**config.mk**
```make
export PLATFORM = sky130hd
export DESIGN_NAME = serial_eq_seq
export DESIGN_NICKNAME = d
export VERILOG_FILES = /design/src/rtl/serial_eq_seq.sv
export SDC_FILE = /design/constraint.sdc
export NUM_CORES = 1
export LEC_CHECK = 0
export CAP_MARGIN = 20
export CORE_MARGIN = 3
export CORE_UTILIZATION = 51
export CTS_CLUSTER_SIZE = 16
export DETAILED_ROUTE_END_ITERATION = 16
export HOLD_SLACK_MARGIN = 0.08
export PLACE_DENSITY = 0.8
export SLEW_MARGIN = 0
export SYNTH_ARGS = -nofsm -noshare
export SYNTH_HDL_FRONTEND = slang
export SYNTH_SLANG_ARGS = --single-unit
```
**constraint.sdc**
```tcl
create_clock -name clk -period 2.3 [get_ports clk]
set_clock_uncertainty 0.05 [all_clocks]
set_input_delay 0.46 -clock clk [delete_from_list [all_inputs] [get_ports clk]]
set_output_delay 0.46 -clock clk [all_outputs]
set_load 0.03 [all_outputs]
```
**src/rtl/serial_eq_seq.sv**
```systemverilog
// serial_eq_seq: bit-serial equality checker for two WIDTH-bit operands.
// One 1-bit equality cell is time-shared over WIDTH cycles, LSB first.
//
// Ports:
//   clk          rising-edge clock
//   rst_n        asynchronous active-low reset
//   start        compare request, accepted only while idle (busy=0)
//   a, b         operands, captured on the accepting edge only
//   busy         high while a compare is running or reporting (RUN/DONE)
//   done         one-cycle pulse; results are valid from this cycle on
//   equal        1 when every compared bit matched
//   mismatch_idx index of the lowest mismatching bit, 0 when equal=1
//
// Build option: define SERIAL_EQ_EARLY_EXIT_EN to end the scan at the
// first mismatching bit instead of always scanning all WIDTH bits.
// Reported results are the same either way; only latency differs.

module serial_eq_seq #(
    parameter int WIDTH = 32,
    parameter int CNT_W = 5
) (
    input  logic             clk,
    input  logic             rst_n,
    input  logic             start,
    input  logic [WIDTH-1:0] a,
    input  logic [WIDTH-1:0] b,
    output logic             busy,
    output logic             done,
    output logic             equal,
    output logic [CNT_W-1:0] mismatch_idx
);

    typedef enum logic [1:0] {
        S_IDLE,
        S_RUN,
        S_DONE
    } state_t;

    localparam logic [CNT_W-1:0] LAST_IDX = CNT_W'(WIDTH - 1);

    state_t           r_state;
    state_t           w_state_nxt;

    logic [WIDTH-1:0] r_sa;
    logic [WIDTH-1:0] r_sb;
    logic [CNT_W-1:0] r_idx;
    logic [CNT_W-1:0] r_mism;
    logic             r_eq_acc;
    logic             r_first_seen;
    logic             r_equal;
    logic [CNT_W-1:0] r_mism_out;

    logic             w_accept;
    logic             w_run;
    logic             w_bit_eq;
    logic             w_new_mism;
    logic             w_last;
    logic             w_stop;
    logic             w_fin_eq;
    logic [CNT_W-1:0] w_fin_mism;

    assign w_accept   = (r_state == S_IDLE) && start;
    assign w_run      = (r_state == S_RUN);

    // The single shared equality cell.
    assign w_bit_eq   = (r_sa[0] == r_sb[0]);

    assign w_new_mism = w_run && !w_bit_eq && !r_first_seen;
    assign w_last     = (r_idx == LAST_IDX);

`ifdef SERIAL_EQ_EARLY_EXIT_EN
    assign w_stop     = w_run && (w_last || w_new_mism);
`else
    assign w_stop     = w_run && w_last;
`endif

    // Final results fold in the bit being compared on the stopping edge,
    // since the accumulators only see it one edge later.
    assign w_fin_eq   = r_eq_acc && w_bit_eq;
    assign w_fin_mism = w_new_mism ? r_idx : r_mism;

    always_ff @(posedge clk or negedge rst_n) begin
        if (!rst_n) begin
            r_state <= S_IDLE;
        end else begin
            r_state <= w_state_nxt;
        end
    end

    always_comb begin
        w_state_nxt = r_state;
        unique case (r_state)
            S_IDLE: begin
                if (w_accept) begin
                    w_state_nxt = S_RUN;
                end
            end
            S_RUN: begin
                if (w_stop) begin
                    w_state_nxt = S_DONE;
                end
            end
            S_DONE: begin
                w_state_nxt = S_IDLE;
            end
            default: begin
                w_state_nxt = S_IDLE;
            end
        endcase
    end

    always_ff @(posedge clk or negedge rst_n) begin
        if (!rst_n) begin
            r_sa         <= '0;
            r_sb         <= '0;
            r_idx        <= '0;
            r_mism       <= '0;
            r_eq_acc     <= 1'b0;
            r_first_seen <= 1'b0;
            r_equal      <= 1'b0;
            r_mism_out   <= '0;
        end else if (w_accept) begin
            r_sa         <= a;
            r_sb         <= b;
            r_idx        <= '0;
            r_mism       <= '0;
            r_eq_acc     <= 1'b1;
            r_first_seen <= 1'b0;
        end else if (w_run) begin
            if (w_new_mism) begin
                r_mism       <= r_idx;
                r_first_seen <= 1'b1;
                r_eq_acc     <= 1'b0;
            end
            r_sa <= r_sa >> 1;
            r_sb <= r_sb >> 1;
            // Hold the index on the last edge so it never wraps.
            if (!w_stop) begin
                r_idx <= r_idx + CNT_W'(1);
            end
            if (w_stop) begin
                r_equal    <= w_fin_eq;
                r_mism_out <= w_fin_mism;
            end
        end
    end

    assign busy         = (r_state != S_IDLE);
    assign done         = (r_state == S_DONE);
    assign equal        = r_equal;
    assign mismatch_idx = r_mism_out;

endmodule

```
== After elaboration in Yosys (flattened, before gate mapping) ==
Index checks and enable logic that the tools add are counted.

* Register bits: 84
* Input port bits: 67
* Output and inout bits: 8

* Add/sub/neg operators: 1
* Eq/ne operators: 7
* Muxes and demuxes: 19
* Bitwise logic cells: 1
* Reductions and logical operators: 15

{| class="wikitable"
|+ Operators with widths
! kind !! number
|-
| 32-bit two-way mux || 4
|-
| 5-bit two-way mux || 6
|-
| 1-bit two-way mux || 6
|-
| 2-bit AND reduction || 3
|-
| 2-bit nonzero test || 3
|-
| 5-bit by 1-bit adder with 5-bit output, second input constant || 1
|-
| 5-bit == test, second input constant || 1
|-
| 1-bit logical AND || 5
|-
| 2-bit two-way mux || 2
|-
| 2-bit inequality test, second input constant || 2
|-
| 2-bit one-hot mux with 2 select lines || 1
|-
| 3-bit AND reduction || 1
|-
| 2-bit by 1-bit == test with 1-bit output, second input constant || 1
|-
| 2-bit == test, second input constant || 1
|-
| 1-bit zero test || 2
|-
| 2-bit zero test || 1
|-
| 2-bit by 1-bit inequality test with 1-bit output, second input constant || 1
|-
| 1-bit == test || 1
|-
| 1-bit inverter || 1
|}

== Longest topological paths before layout ==
* Depth after elaboration: 7
* Mapped depth: 7
* Mapped depth without buffers: 7

== Least setup slack after synthesis ==
Ideal clock, no wire load.

* Path type: register to register
* Start: reg r_idx[0]
* End: reg r_idx[1]
* Arrival: 1.603 ns
* Slack: 0.526 ns
* Stages on the path, launching flop included: 7
* Buffers on the path: 0
* Period minus slack after synthesis: 1.774 ns
* Cell sequence: dfrtp_1 -> ha_1 -> and3_1 -> ha_1 -> nor3b_1 -> nor2_1 -> a22o_1

* Longest elaborated chain between the ends: 4
* Elaborated cells on any way between the ends: 8
* Those cells by class: add/sub: 1; eq/ne: 2; mux: 3; reduce/logical: 2

{| class="wikitable"
|+ RTL lines
! what !! RTL line !! RTL
|-
| start: declaration || 46 || <nowiki>logic [CNT_W-1:0] r_idx;</nowiki>
|-
| start signal: assignment || 139 || <nowiki>r_idx <= r_idx + CNT_W'(1);</nowiki>
|-
| 5-bit by 1-bit adder with 5-bit output / 5-bit == test (equally long branches) || 139, 69 ||
|-
| 5-bit two-way mux / 1-bit logical AND (equally long branches) || 138, 74 ||
|-
| 5-bit two-way mux / 2-bit inequality test (equally long branches) || - ||
|-
| 5-bit two-way mux / 2-bit AND reduction (equally long branches) || - ||
|}

Parallel ways exist; a longest one is shown, timed or not. The select of a mux whose other input is x is not followed.
A chain may end at the register's enable or synchronous reset.

== Worst setup path after layout ==
* Start: reg r_state[0]
* End: out busy

* Longest elaborated chain between the ends: 1

{| class="wikitable"
|+ RTL lines
! what !! RTL line !! RTL
|-
| start: declaration || 41 || <nowiki>state_t r_state;</nowiki>
|-
| start signal: assignment || 86 || <nowiki>r_state <= w_state_nxt;</nowiki>
|-
| 2-bit nonzero test || 148 || <nowiki>assign busy = (r_state != S_IDLE);</nowiki>
|-
| end: declaration || 27 || <nowiki>output logic busy,</nowiki>
|}

No other way between the ends.

==> report_table.html <==
<table>
<tr><th>Metric</th><th>Value</th></tr>
<tr><th colspan="2">Worst setup path</th></tr>
<tr><td>Worst Setup Start Kind</td><td>flip-flop</td></tr>
<tr><td>Number of buffers and inverters on the critical path</td><td>1</td></tr>
<tr><td>Worst endpoint data arrival time</td><td>1.69 ns</td></tr>
<tr><td>Crit path required time</td><td>1.79 ns</td></tr>
<tr><td>Critical-path cell list</td><td>or2_2 -&gt; clkdlybuf4s50_1</td></tr>
<tr><td>Cell class contributing the biggest share of worst-path delay</td><td>buffers and inverters</td></tr>
<tr><td>Critical path class</td><td>flip-flop to output pin</td></tr>
<tr><td>Worst-path maximum fanout</td><td>7</td></tr>
<tr><td>Stage delay of the slowest cell on the critical path</td><td>0.60 ns</td></tr>
<tr><td>Critical path endpoint category</td><td>output pin</td></tr>
<tr><td>Worst path slowest cell</td><td>clkdlybuf4s50_1</td></tr>
<tr><th colspan="2">Clock tree</th></tr>
<tr><td>Clock latency on the worst-skew pair</td><td>0.34 ns</td></tr>
<tr><td>Count of cells resized by post-cts repair</td><td>0</td></tr>
<tr><td>CTS root buffer</td><td>clkbuf_8</td></tr>
<tr><td>Clock sink count</td><td>84</td></tr>
<tr><td>Clock-pin slew reported for the worst setup and hold paths after clock tree synthesis</td><td>~0.08 ns</td></tr>
<tr><td>Post-CTS Setup Inserts</td><td>0</td></tr>
<tr><td>CTS HTree Levels</td><td>3</td></tr>
<tr><td>CTS Hold Buffers Added</td><td>0</td></tr>
<tr><td>Worst-case clock buffer depth</td><td>2</td></tr>
<tr><td>Clock tree from TritonCTS</td><td>done</td></tr>
<tr><td>TritonCTS buffer count</td><td>9</td></tr>
<tr><th colspan="2">Global routing</th></tr>
<tr><td>Total global routing track utilization</td><td>0.2010</td></tr>
<tr><td>Largest net degree at the start of global routing</td><td>85</td></tr>
<tr><td>Wire length of the first global-routing pass</td><td>13,450 um</td></tr>
<tr><td>Overflow left after global routing</td><td>0</td></tr>
<tr><td>Vias in the first global route</td><td>between 2,000 and 3,000</td></tr>
<tr><td>Antenna violations before repair</td><td>0</td></tr>
<tr><th colspan="2">Placement</th></tr>
<tr><td>Final RePlAce weighted congestion</td><td>0.8106</td></tr>
<tr><td>Number of I/O port buffers</td><td>74</td></tr>
<tr><td>Pre-CTS setup slack</td><td>0.3321 ns</td></tr>
<tr><td>Detailed-placement wirelength estimate</td><td>5139 um</td></tr>
<tr><th colspan="2">Detailed routing</th></tr>
<tr><td>Sum of routed wire length over all layers</td><td>7695 um</td></tr>
<tr><td>1st-pass router iterations</td><td>4</td></tr>
<tr><td>Via total after detailed routing</td><td>between 2,000 and 3,000</td></tr>
<tr><td>Vias per Instance</td><td>5.419</td></tr>
<tr><td>Routed wire length per instance</td><td>14.20 um</td></tr>
<tr><td>First-iteration detailed-routing DRC count</td><td>252</td></tr>
<tr><td>Routed Antenna Nets</td><td>0</td></tr>
<tr><td>Number of DRC violations after detailed routing</td><td>0</td></tr>
<tr><th colspan="2">Cells and area</th></tr>
<tr><td>Antenna cells</td><td>0</td></tr>
<tr><td>Utilization of the core after routing</td><td>0.6837</td></tr>
<tr><td>Area used by sequential logic in the layout</td><td>2102 um^2</td></tr>
<tr><td>Synthesis-to-finish area growth</td><td>29.44%</td></tr>
<tr><td>Area of the multi-input gates</td><td>approximately 1400 um^2</td></tr>
<tr><td>Share of cells above drive strength 1</td><td>0.06726</td></tr>
<tr><td>Number of nets in the final layout</td><td>510</td></tr>
<tr><td>Fill cell instance count of the final layout</td><td>550</td></tr>
<tr><th colspan="2">STA</th></tr>
<tr><td>Final Hold Vio Count</td><td>0</td></tr>
<tr><td>Setup repair after global routing missed its margin</td><td>false</td></tr>
<tr><td>Transition time at the pin with the least slew margin</td><td>0.4749 ns</td></tr>
<tr><td>Highest Clock Rate</td><td>454.0 MHz</td></tr>
<tr><td>Setup TNS</td><td>0 ns</td></tr>
<tr><td>Total count of max-transition violations in the final report</td><td>0</td></tr>
<tr><td>Worst rel slew slack</td><td>0.6823</td></tr>
<tr><td>Count of endpoints failing setup in the final report</td><td>0</td></tr>
<tr><td>Smallest setup slack after layout</td><td>0.09744 ns</td></tr>
<tr><td>Share of the cycle needed by the critical path after routing</td><td>0.9576</td></tr>
<tr><td>Min Tclk post-route</td><td>2.203 ns</td></tr>
<tr><th colspan="2">Die</th></tr>
<tr><td>Overall die area</td><td>between 8000 and 9000 um^2</td></tr>
<tr><td>Initial cell density of the core</td><td>0.5282</td></tr>
<tr><td>Cell row count</td><td>30</td></tr>
<tr><td>Die width</td><td>90.12 um</td></tr>
<tr><td>Number of ports placed on the die boundary</td><td>75</td></tr>
<tr><td>Vertical die dimension</td><td>90.12 um</td></tr>
<tr><td>Area inside the core boundary</td><td>between 6000 and 7000 um^2</td></tr>
<tr><th colspan="2">Power and ir drop</th></tr>
<tr><td>Power per cell area</td><td>roughly 1100 nW/um^2</td></tr>
<tr><td>Leakage</td><td>between 2 and 2.5 nW</td></tr>
<tr><td>Switching part of the total power</td><td>0.3482</td></tr>
<tr><td>Net switching power</td><td>1.825 mW</td></tr>
<tr><td>Internal portion of total power</td><td>3.416 mW</td></tr>
<tr><td>Clock Power Share</td><td>0.184</td></tr>
<tr><td>Largest voltage drop on the vdd net</td><td>0.4996 mV</td></tr>
<tr><td>Relative contribution of sequential cells to total power</td><td>0.478</td></tr>
<tr><td>Part of the total power dissipated in combinational logic</td><td>0.338</td></tr>
<tr><th colspan="2">Status</th></tr>
<tr><td>Status</td><td>completed</td></tr>
<tr><th colspan="2">Logic synthesis</th></tr>
<tr><td>YS warnings</td><td>0</td></tr>
<tr><td>XOR/XNOR Fraction of Synth Area</td><td>0.007282</td></tr>
<tr><td>Syn Nets</td><td>between 400 and 500</td></tr>
<tr><td>Netlist Area Pre-Place</td><td>3608 um^2</td></tr>
<tr><td>Number of unique standard cell types used by synthesis</td><td>29</td></tr>
<tr><td>Post-synthesis share of cell area spent on full adders, half adders and majority gates</td><td>0.006935</td></tr>
<tr><td>Average cell area after synthesis</td><td>9.726 um^2</td></tr>
<tr><td>Sequential fraction of the synthesis area</td><td>0.5825</td></tr>
<tr><td>Flops &amp; latches, synth</td><td>84</td></tr>
<tr><td>Synthesized-area fraction occupied by ao, oa, aoi and oai cells</td><td>0.1737</td></tr>
<tr><td>Synth Area in Simple Gates</td><td>0.1938</td></tr>
<tr><td>Portion of netlist area occupied by mux cells</td><td>0</td></tr>
<tr><td>Largest family of logic cells by synthesized area</td><td>simple AND/OR/NAND/NOR gates</td></tr>
<tr><td>Gate count after technology mapping</td><td>between 300 and 400</td></tr>
<tr><th colspan="2">Job</th></tr>
<tr><td>Count of max-cap constraint violations</td><td>0</td></tr>
<tr><th colspan="2">Worst hold path</th></tr>
<tr><td>Worst min path class</td><td>input port to async pin</td></tr>
</table>
-- cells in the final DEF (no fill, tap or decap), drive strengths merged, types with 7 or more instances in the layout --
cell	instances
nor2	9
nand2	133
clkdlybuf4s50	73
a22oi	62
buf	12
nand3	7
o21ai	9
clkbuf	15
dfrtp	84
-- through the flow --
step	power [mW]	instance area [um^2]	hold slack, ns	cells
floorplan	3.695	3608	0.1144	371
global placement	4.216	4489	0.4077	526
detailed placement	4.301	4489	0.4128	526
CTS	5.280	4671	0.1016	542
global route	5.654	4671	0.1035	542
finish	5.241	4671	0.08063	542
-- final timing paths --
| check | from | end | slack [ns] | cells past startpoint |
|---|---|---|---|---|
| max in group asynchronous | rst_n | r_sb[8] | 1.77 | 2 |
| min | rst_n | r_sa[7] | 0.08 | 2 |
| max | r_state[0] | busy | 0.1 | 2 |
| max reg2reg | r_idx[0] | r_idx[4] | 0.38 | 6 |
| min in group clk | r_sa[22] | r_sa[22] | 0.43 | 2 |
| min reg2reg | r_sa[22] | r_sa[22] | 0.43 | 2 |
-- cell usage after synthesis, drive strengths merged --
cell | count | area [um^2]
a31oi | 5 | 31.28
inv | 2 | 7.510
o21bai | 1 | 7.510
and3 | 1 | 6.260
buf | 17 | 87.59
nand3 | 7 | 35.03
nor2b | 2 | 12.51
a22oi | 62 | 465.5
nor4bb | 1 | 10.01
xnor2 | 2 | 17.52
ha | 2 | 25.02
and3b | 1 | 8.760
nand4b | 5 | 43.79
nor2 | 9 | 33.78
o211ai | 5 | 37.54
nand2b | 2 | 12.51
xor2 | 1 | 8.760
nand2 | 133 | 499.2
or4 | 1 | 7.510
or3b | 1 | 8.760
o21ai | 9 | 45.04
nor3b | 2 | 15.01
a22o | 2 | 17.52
dfrtp | 84 | 2102
or2 | 1 | 6.260
a21oi | 3 | 15.01
o31ai | 1 | 7.510
clkbuf | 9 | 33.78
-- power by group through the flow --
stage / registers (mW) / logic (mW) / clock network, mW
floorplan: 2.48 / 1.22 / 0
global placement: 2.49 / 1.72 / 0
detailed placement: 2.52 / 1.78 / 0
CTS: 2.50 / 1.79 / 0.998
global route: 2.59 / 2.01 / 1.06
finish: 2.50 / 1.77 / 0.965
-- layout make-up --
cell class	instances	area share
clock buffer	15	0.03777
clock inverter	1	0.001072
inverter	2	0.001607
multi-input combinational	259	0.3000
sequential	84	0.4500
tap	96	0.02572
timing repair buffer	85	0.1838
-- routing by layer --
| metal | track usage | wire length (um) | part of all wire | vias up |
|---|---|---|---|---|
| met3 | 0.06109 | 369 | 0.048 | 16 |
| li1 | - | - | - | 1430 |
| met2 | 0.3074 | 3693 | 0.48 | 79 |
| met5 | 0 | 0 | 0 | - |
| met1 | 0.2750 | 3487 | 0.45 | 1412 |
| met4 | 0.06760 | 145 | 0.019 | 0 |
-- sequential cells by signal, summed over array words and instances, names as in the netlist --
signal and flops:
r_sb 32, r_sa 32, r_mism 5, r_state 2, r_eq_acc 1, r_first_seen 1
r_idx 5, mismatch_idx 5, equal 1
-- worst reg2reg max path: stages, from the launching register on --
cell     delay, ns
dfrtp_1       0.43
ha_1          0.22
and3_1        0.18
ha_1          0.22
nor3b_1       0.39
nor2_1        0.12
a22o_1        0.20
-- logic make-up after synthesis --
group,count (synthesis)
AOI/OAI and AO/OA,88
and+or+nand+nor,166
buffers and inverters,28
DFF,84
xor gates and xnor gates,3
adders and majority gates,2
(Power assumes the default switching activity.)
